## src/rtl/div_signed_seq_if.sv

```systemverilog
// Handshake and operand/result bundle for the sequential signed divider.
interface div_signed_seq_if #(
    parameter int DW = 8,
    parameter int VW = 4
);
    logic          start;
    logic [DW-1:0] dividend;
    logic [VW-1:0] divisor;
    logic          busy;
    logic          done;
    logic [DW-1:0] quotient;
    logic [VW-1:0] remainder;
    logic          div_by_zero;
    logic          overflow;

    modport master (
        output start, dividend, divisor,
        input  busy, done, quotient, remainder, div_by_zero, overflow
    );

    modport slave (
        input  start, dividend, divisor,
        output busy, done, quotient, remainder, div_by_zero, overflow
    );
endinterface

```

## src/rtl/div_signed_seq.sv

```systemverilog
// Sign-magnitude restoring divider: one quotient bit per clock, truncating
// toward zero, with divide-by-zero and most-negative/-1 overflow flags.
module div_signed_seq #(
    parameter int DW = 8,
    parameter int VW = 4
) (
    input  logic              clk,
    input  logic              rst,
    div_signed_seq_if.slave   bus
);
    localparam int CW = $clog2(DW + 1);

    typedef enum logic [1:0] {IDLE, CALC, FIX} state_t;

    state_t        state_q, state_d;
    logic [CW-1:0] cnt_q, cnt_d;
    logic [DW-1:0] dvd_q, dvd_d;      // dividend magnitude shifts out, quotient bits shift in
    logic [VW:0]   rem_q, rem_d;
    logic [VW-1:0] dvs_q, dvs_d;
    logic          neg_dvd_q, neg_dvd_d;
    logic          neg_dvs_q, neg_dvs_d;
    logic          pend_dz_q, pend_dz_d;
    logic          pend_ov_q, pend_ov_d;
    logic          busy_q, busy_d;
    logic          done_q, done_d;
    logic [DW-1:0] quo_q, quo_d;
    logic [VW-1:0] rmd_q, rmd_d;
    logic          dz_q, dz_d;
    logic          ov_q, ov_d;

    logic [VW:0]   shifted;
    logic [VW:0]   dvs_ext;

    assign shifted = {rem_q[VW-1:0], dvd_q[DW-1]};
    assign dvs_ext = {1'b0, dvs_q};

    always_ff @(posedge clk or posedge rst) begin
        if (rst) begin
            state_q   <= IDLE;
            cnt_q     <= '0;
            dvd_q     <= '0;
            rem_q     <= '0;
            dvs_q     <= '0;
            neg_dvd_q <= 1'b0;
            neg_dvs_q <= 1'b0;
            pend_dz_q <= 1'b0;
            pend_ov_q <= 1'b0;
            busy_q    <= 1'b0;
            done_q    <= 1'b0;
            quo_q     <= '0;
            rmd_q     <= '0;
            dz_q      <= 1'b0;
            ov_q      <= 1'b0;
        end else begin
            state_q   <= state_d;
            cnt_q     <= cnt_d;
            dvd_q     <= dvd_d;
            rem_q     <= rem_d;
            dvs_q     <= dvs_d;
            neg_dvd_q <= neg_dvd_d;
            neg_dvs_q <= neg_dvs_d;
            pend_dz_q <= pend_dz_d;
            pend_ov_q <= pend_ov_d;
            busy_q    <= busy_d;
            done_q    <= done_d;
            quo_q     <= quo_d;
            rmd_q     <= rmd_d;
            dz_q      <= dz_d;
            ov_q      <= ov_d;
        end
    end

    always_comb begin
        state_d   = state_q;
        cnt_d     = cnt_q;
        dvd_d     = dvd_q;
        rem_d     = rem_q;
        dvs_d     = dvs_q;
        neg_dvd_d = neg_dvd_q;
        neg_dvs_d = neg_dvs_q;
        pend_dz_d = pend_dz_q;
        pend_ov_d = pend_ov_q;
        busy_d    = busy_q;
        done_d    = 1'b0;
        quo_d     = quo_q;
        rmd_d     = rmd_q;
        dz_d      = dz_q;
        ov_d      = ov_q;

        case (state_q)
            IDLE: begin
                if (bus.start) begin
                    // Negation in the operand width maps the most negative value
                    // onto its unsigned magnitude 2^(W-1) without loss.
                    dvd_d     = bus.dividend[DW-1] ? -bus.dividend : bus.dividend;
                    dvs_d     = bus.divisor[VW-1] ? -bus.divisor : bus.divisor;
                    neg_dvd_d = bus.dividend[DW-1];
                    neg_dvs_d = bus.divisor[VW-1];
                    pend_dz_d = (bus.divisor == '0);
                    pend_ov_d = (bus.dividend == {1'b1, {(DW-1){1'b0}}}) &&
                                (bus.divisor == '1);
                    rem_d     = '0;
                    cnt_d     = CW'(DW);
                    busy_d    = 1'b1;
                    state_d   = CALC;
                end
            end
            CALC: begin
                if (shifted >= dvs_ext) begin
                    rem_d = shifted - dvs_ext;
                    dvd_d = {dvd_q[DW-2:0], 1'b1};
                end else begin
                    rem_d = shifted;
                    dvd_d = {dvd_q[DW-2:0], 1'b0};
                end
                cnt_d = cnt_q - CW'(1);
                if (cnt_q == CW'(1)) begin
                    state_d = FIX;
                end
            end
            FIX: begin
                busy_d  = 1'b0;
                done_d  = 1'b1;
                state_d = IDLE;
                if (pend_dz_q) begin
                    quo_d = '1;
                    rmd_d = '0;
                    dz_d  = 1'b1;
                    ov_d  = 1'b0;
                end else begin
                    // Overflow case needs no override: the wrapped negation of 2^(DW-1) is itself.
                    quo_d = (neg_dvd_q ^ neg_dvs_q) ? -dvd_q : dvd_q;
                    rmd_d = neg_dvd_q ? -rem_q[VW-1:0] : rem_q[VW-1:0];
                    dz_d  = 1'b0;
                    ov_d  = pend_ov_q;
                end
            end
            default: begin
                state_d = IDLE;
            end
        endcase
    end

    assign bus.busy        = busy_q;
    assign bus.done        = done_q;
    assign bus.quotient    = quo_q;
    assign bus.remainder   = rmd_q;
    assign bus.div_by_zero = dz_q;
    assign bus.overflow    = ov_q;
endmodule

```

## src/flat_wrapper.sv

```systemverilog
// flat-port wrapper written by rule: the top's interface ports become plain ports
module div_signed_seq_flat 
#(
    parameter int DW = 8,
    parameter int VW = 4
)
  (clk, rst, bus_start, bus_dividend, bus_divisor, bus_busy, bus_done, bus_quotient, bus_remainder, bus_div_by_zero, bus_overflow);
  div_signed_seq_if #(.DW(DW), .VW(VW)) bus_i ();
  input  logic clk;
  input  logic rst;
  input wire logic [$bits(bus_i.start)-1:0] bus_start;
  input wire logic [$bits(bus_i.dividend)-1:0] bus_dividend;
  input wire logic [$bits(bus_i.divisor)-1:0] bus_divisor;
  output wire logic [$bits(bus_i.busy)-1:0] bus_busy;
  output wire logic [$bits(bus_i.done)-1:0] bus_done;
  output wire logic [$bits(bus_i.quotient)-1:0] bus_quotient;
  output wire logic [$bits(bus_i.remainder)-1:0] bus_remainder;
  output wire logic [$bits(bus_i.div_by_zero)-1:0] bus_div_by_zero;
  output wire logic [$bits(bus_i.overflow)-1:0] bus_overflow;
  assign bus_i.start = bus_start;
  assign bus_i.dividend = bus_dividend;
  assign bus_i.divisor = bus_divisor;
  assign bus_busy = bus_i.busy;
  assign bus_done = bus_i.done;
  assign bus_quotient = bus_i.quotient;
  assign bus_remainder = bus_i.remainder;
  assign bus_div_by_zero = bus_i.div_by_zero;
  assign bus_overflow = bus_i.overflow;
  div_signed_seq #(.DW(DW), .VW(VW)) u_core (.clk(clk), .rst(rst), .bus(bus_i));
endmodule
```

## config.mk

```make
export PLATFORM = sky130hd
export DESIGN_NAME = div_signed_seq_flat
export DESIGN_NICKNAME = d
export VERILOG_FILES = /design/src/rtl/div_signed_seq_if.sv /design/src/rtl/div_signed_seq.sv /design/src/flat_wrapper.sv
export SDC_FILE = /design/constraint.sdc
export NUM_CORES = 1
export LEC_CHECK = 0
export BUFFER_PORTS_ARGS = -buffer_cell sky130_fd_sc_hd__buf_2
export CAP_MARGIN = 20
export CORE_MARGIN = 1.5
export CORE_UTILIZATION = 57
export DETAILED_ROUTE_END_ITERATION = 7
export MAX_ROUTING_LAYER = met4
export PLACE_DENSITY = 0.75
export SLEW_MARGIN = 20
export SYNTH_ARGS = -nofsm -noshare
export SYNTH_HDL_FRONTEND = slang
export SYNTH_SLANG_ARGS = --single-unit
```

## constraint.sdc

```tcl
create_clock -name clk -period 2 [get_ports clk]
set_input_delay 0.1 -clock clk [delete_from_list [all_inputs] [get_ports clk]]
set_output_delay 0.1 -clock clk [all_outputs]
set_load 0.02 [all_outputs]
```

==> results.md <==
- Fin crit period: 1820 ps
- Clk pin slew, worst setup/hold paths: 80 ps
- Crit. Startpoint: u_core.rem_q[1]$_DFFE_PP0P_
- Switching Share: 42.7%
- Fin. Hold Viols: 0
- Combinational cell fraction of total power: 48.7%
- Final core occ: 68.8%
- Clock Latency Late Sink: 290 ps
- EDFF count, synth: 0
- Fill count: 327
- Worst-case reg-to-reg path depth: 5
- Vert. Die Dim: 65.8 um
- Max VDD drop: 0.609 mV
- Vias/cell: 5.62
- Max-slew violations: 0
- RD Place Congestion: 0.949
- CP arrival: 2000 ps
- Hold path depth: 2
- Setup TNS: 0 ps
- Final nets: 304
- Share of layout cells above drive strength 1: 15.5%
- Max_cap viols: 0
- Pwr dens: 1600 nW/um2
- Max clock buf depth: 2
- Placed Area: 2450 um2
- Slew margin rel.: 61.3%
- Sequential area share after synthesis: 46.8%
- Routed wire length per instance: 14.0 um
- Synth cell count leaders: dfrtp_1 (42), nand2_1 (29), nor2_1 (25)
- Area occupied by multi-input gates: 1090 um2
- Run status: completed
- Seq pwr share: 37.7%
- RSZ-0062 raised after global routing: false
- Post-synthesis net count: 270
- Vias in the first global route: 1731
- GRT Overall Usage: 24.0%
- I/O pins: 31
- PortBufs: 30
- Remaining DRCs: 0
- Synth warn: 0
- Vias: 1833
- Crit start category: register
- # setup viols final: 0
- Area grow syn2layout: 13.8%
- Core box area: 3720 um2
- CTS Buf Count: 5
- Clock Skew: 9.00 ps
- FF/Latch Area: 1050 um2
- Crit end category: register
- Ys flop type: dfrtp_1
- Total congestion overflow: 0
- Synth area leaders: dfrtp_1 (47%), ha_1 (6.1%), o21ai_0 (4.9%)
- Chip Width: 65.8 um
- Initial drt markers: 108
- Cell row count: 22
- Final ANT Viol Nets: 0
- N_diodes: 0
- Top-area cell type share of the netlist area: 46.8%
- F_max: 549 MHz
- Worst Hold Class: in2reg
- Largest net degree at the start of global routing: 43
- P_int: 0.00234 W
- Initial Util: 60.5%
- Setup CP Type: reg2reg
- Cells after Synth: 243
- Post-CTS Setup Inserts: 0
- Cell variety after synth: 38
- Final WL: 4570 um
- DP HPWL: 3410 um
- Worst r2r src: u_core.rem_q[1]$_DFFE_PP0P_
- First-pass GRT wire length: 7850 um
- Fraction of registers with async set/reset: 100%
- Clock root buffer: clkbuf_8
- CP Max Fanout: 8
- Clk pwr share: 13.6%
- Die area: 4330 um2
- Hold wc startpoint: bus_dividend[1]
- CP required: 2180 ps
- Most common cell in the netlist: dfrtp_1
- Area leader, netlist: dfrtp_1
- Leakage: 1.18 nW
- Switching Power: 0.00174 W
- Initial antenna violation count: 0
- Clk sinks: 42
- TritonCTS clock tree: yes
- Register bit total from synthesis: 42
- Final Cycle Share: 91.0%
- H-tree Lvls: 2
- Post-Syn Area per Cell: 9.25 um2
- First-pass DRT Iterations: 4
- Worst slew pin tran: 576 ps
- Design area: 2560 um2
- Pwr Total: 0.00408 W
- Mapped Area: 2250 um2
[per-layer routing]
layer	up-vias	GRT usage (%)	share of wire, %
li1	914	-	-
met1	869	31.5	48
met2	45	39.1	46
met3	5	4.26	4.8
met4	0	5.47	0.83
met5	-	-	0
[cell usage in the layout (no fill, tap or decap), types with 8 or more instances in the layout]
master and count:
nand2_1 29, ha_1 11, xnor2_1 12, inv_1 19, a21oi_1 8, dfrtp_1 42, a31oi_1 8, o21ai_0 22
buf_2 30, nor2_1 25
[through the flow]
step                      setup WS (ps)  hold WS, ps  cells
after floorplan                     353          197    243
after global placement              262          261    317
after detailed placement            189          262    317
after CTS                           170         47.5    326
after global routing               99.1         55.7    326
final                               179         54.9    326
[power by group through the flow]
stage                     clock (W)  sequential, W  combinational, W
after floorplan                   0        0.00160           0.00140
after global placement            0        0.00153           0.00192
after detailed placement          0        0.00155           0.00197
after CTS                  0.000564        0.00154           0.00199
after global routing       0.000594        0.00159           0.00229
final                      0.000556        0.00154           0.00199
[path summary, 6_finish.rpt]
check	to	slack [ps]
setup / recovery	u_core.rem_q[0]$_DFFE_PP0P_	180
hold / removal	u_core.dvd_q[7]$_DFFE_PP0P_	50
setup reg to reg	u_core.rem_q[0]$_DFFE_PP0P_	180
hold reg to reg	u_core.bus.remainder[3]$_DFFE_PP0P_	480
max in group asynchronous	u_core.rem_q[2]$_DFFE_PP0P_	1150
min in group asynchronous	u_core.pend_dz_q$_DFFE_PP0P_	470
[flip-flops by register name, indices dropped and copies added (netlist names)]
name                    count
u_core.bus.busy             1
u_core.pend_ov_q            1
u_core.bus.div_by_zero      1
u_core.bus.quotient         8
u_core.state_q              2
u_core.pend_dz_q            1
u_core.dvd_q                8
u_core.neg_dvd_q            1
u_core.bus.overflow         1
u_core.neg_dvs_q            1
u_core.cnt_q                4
u_core.bus.remainder        4
u_core.bus.done             1
u_core.dvs_q                4
u_core.rem_q                4
[logic make-up (layout without fill, tap and decap cells)]
| family | Yosys count | in the layout | share of synthesized area [%] |
|---|---|---|---|
| flip-flops | 42 | 42 | 46.8 |
| adder cells (fa/ha/maj) | 12 | 12 | 7.02 |
| multiplexers | 2 | 2 | 0.891 |
| buffers and inverters | 27 | 62 | 4.79 |
| AO/OA/AOI/OAI | 65 | 65 | 18.4 |
| XOR/XNOR | 15 | 15 | 5.85 |
| AND/OR/NAND/NOR | 80 | 80 | 16.3 |
[critical path: stages (launching register included)]
cell and delay [ps]:
dfrtp_1 430, ha_1 350, o21ai_0 230, a21oi_2 110, or3_1 330, a32o_1 250
[repair_timing]
item                                    in CTS  in global routing
gates resized for setup                      0                  1
hold buffers                                 1                  0
endpoints found under the setup margin       0                  1
hold endpoints to repair                    42                  0
[cell type report]
type                       instances  area share, %
clock buffer                       7           3.38
clock inverter                     1          0.196
inverter                          19           2.79
multi-input combinational        174           42.7
sequential                        42           41.1
tap                               48           2.35
timing repair buffer              35           7.44
(Power assumes the default switching activity.)
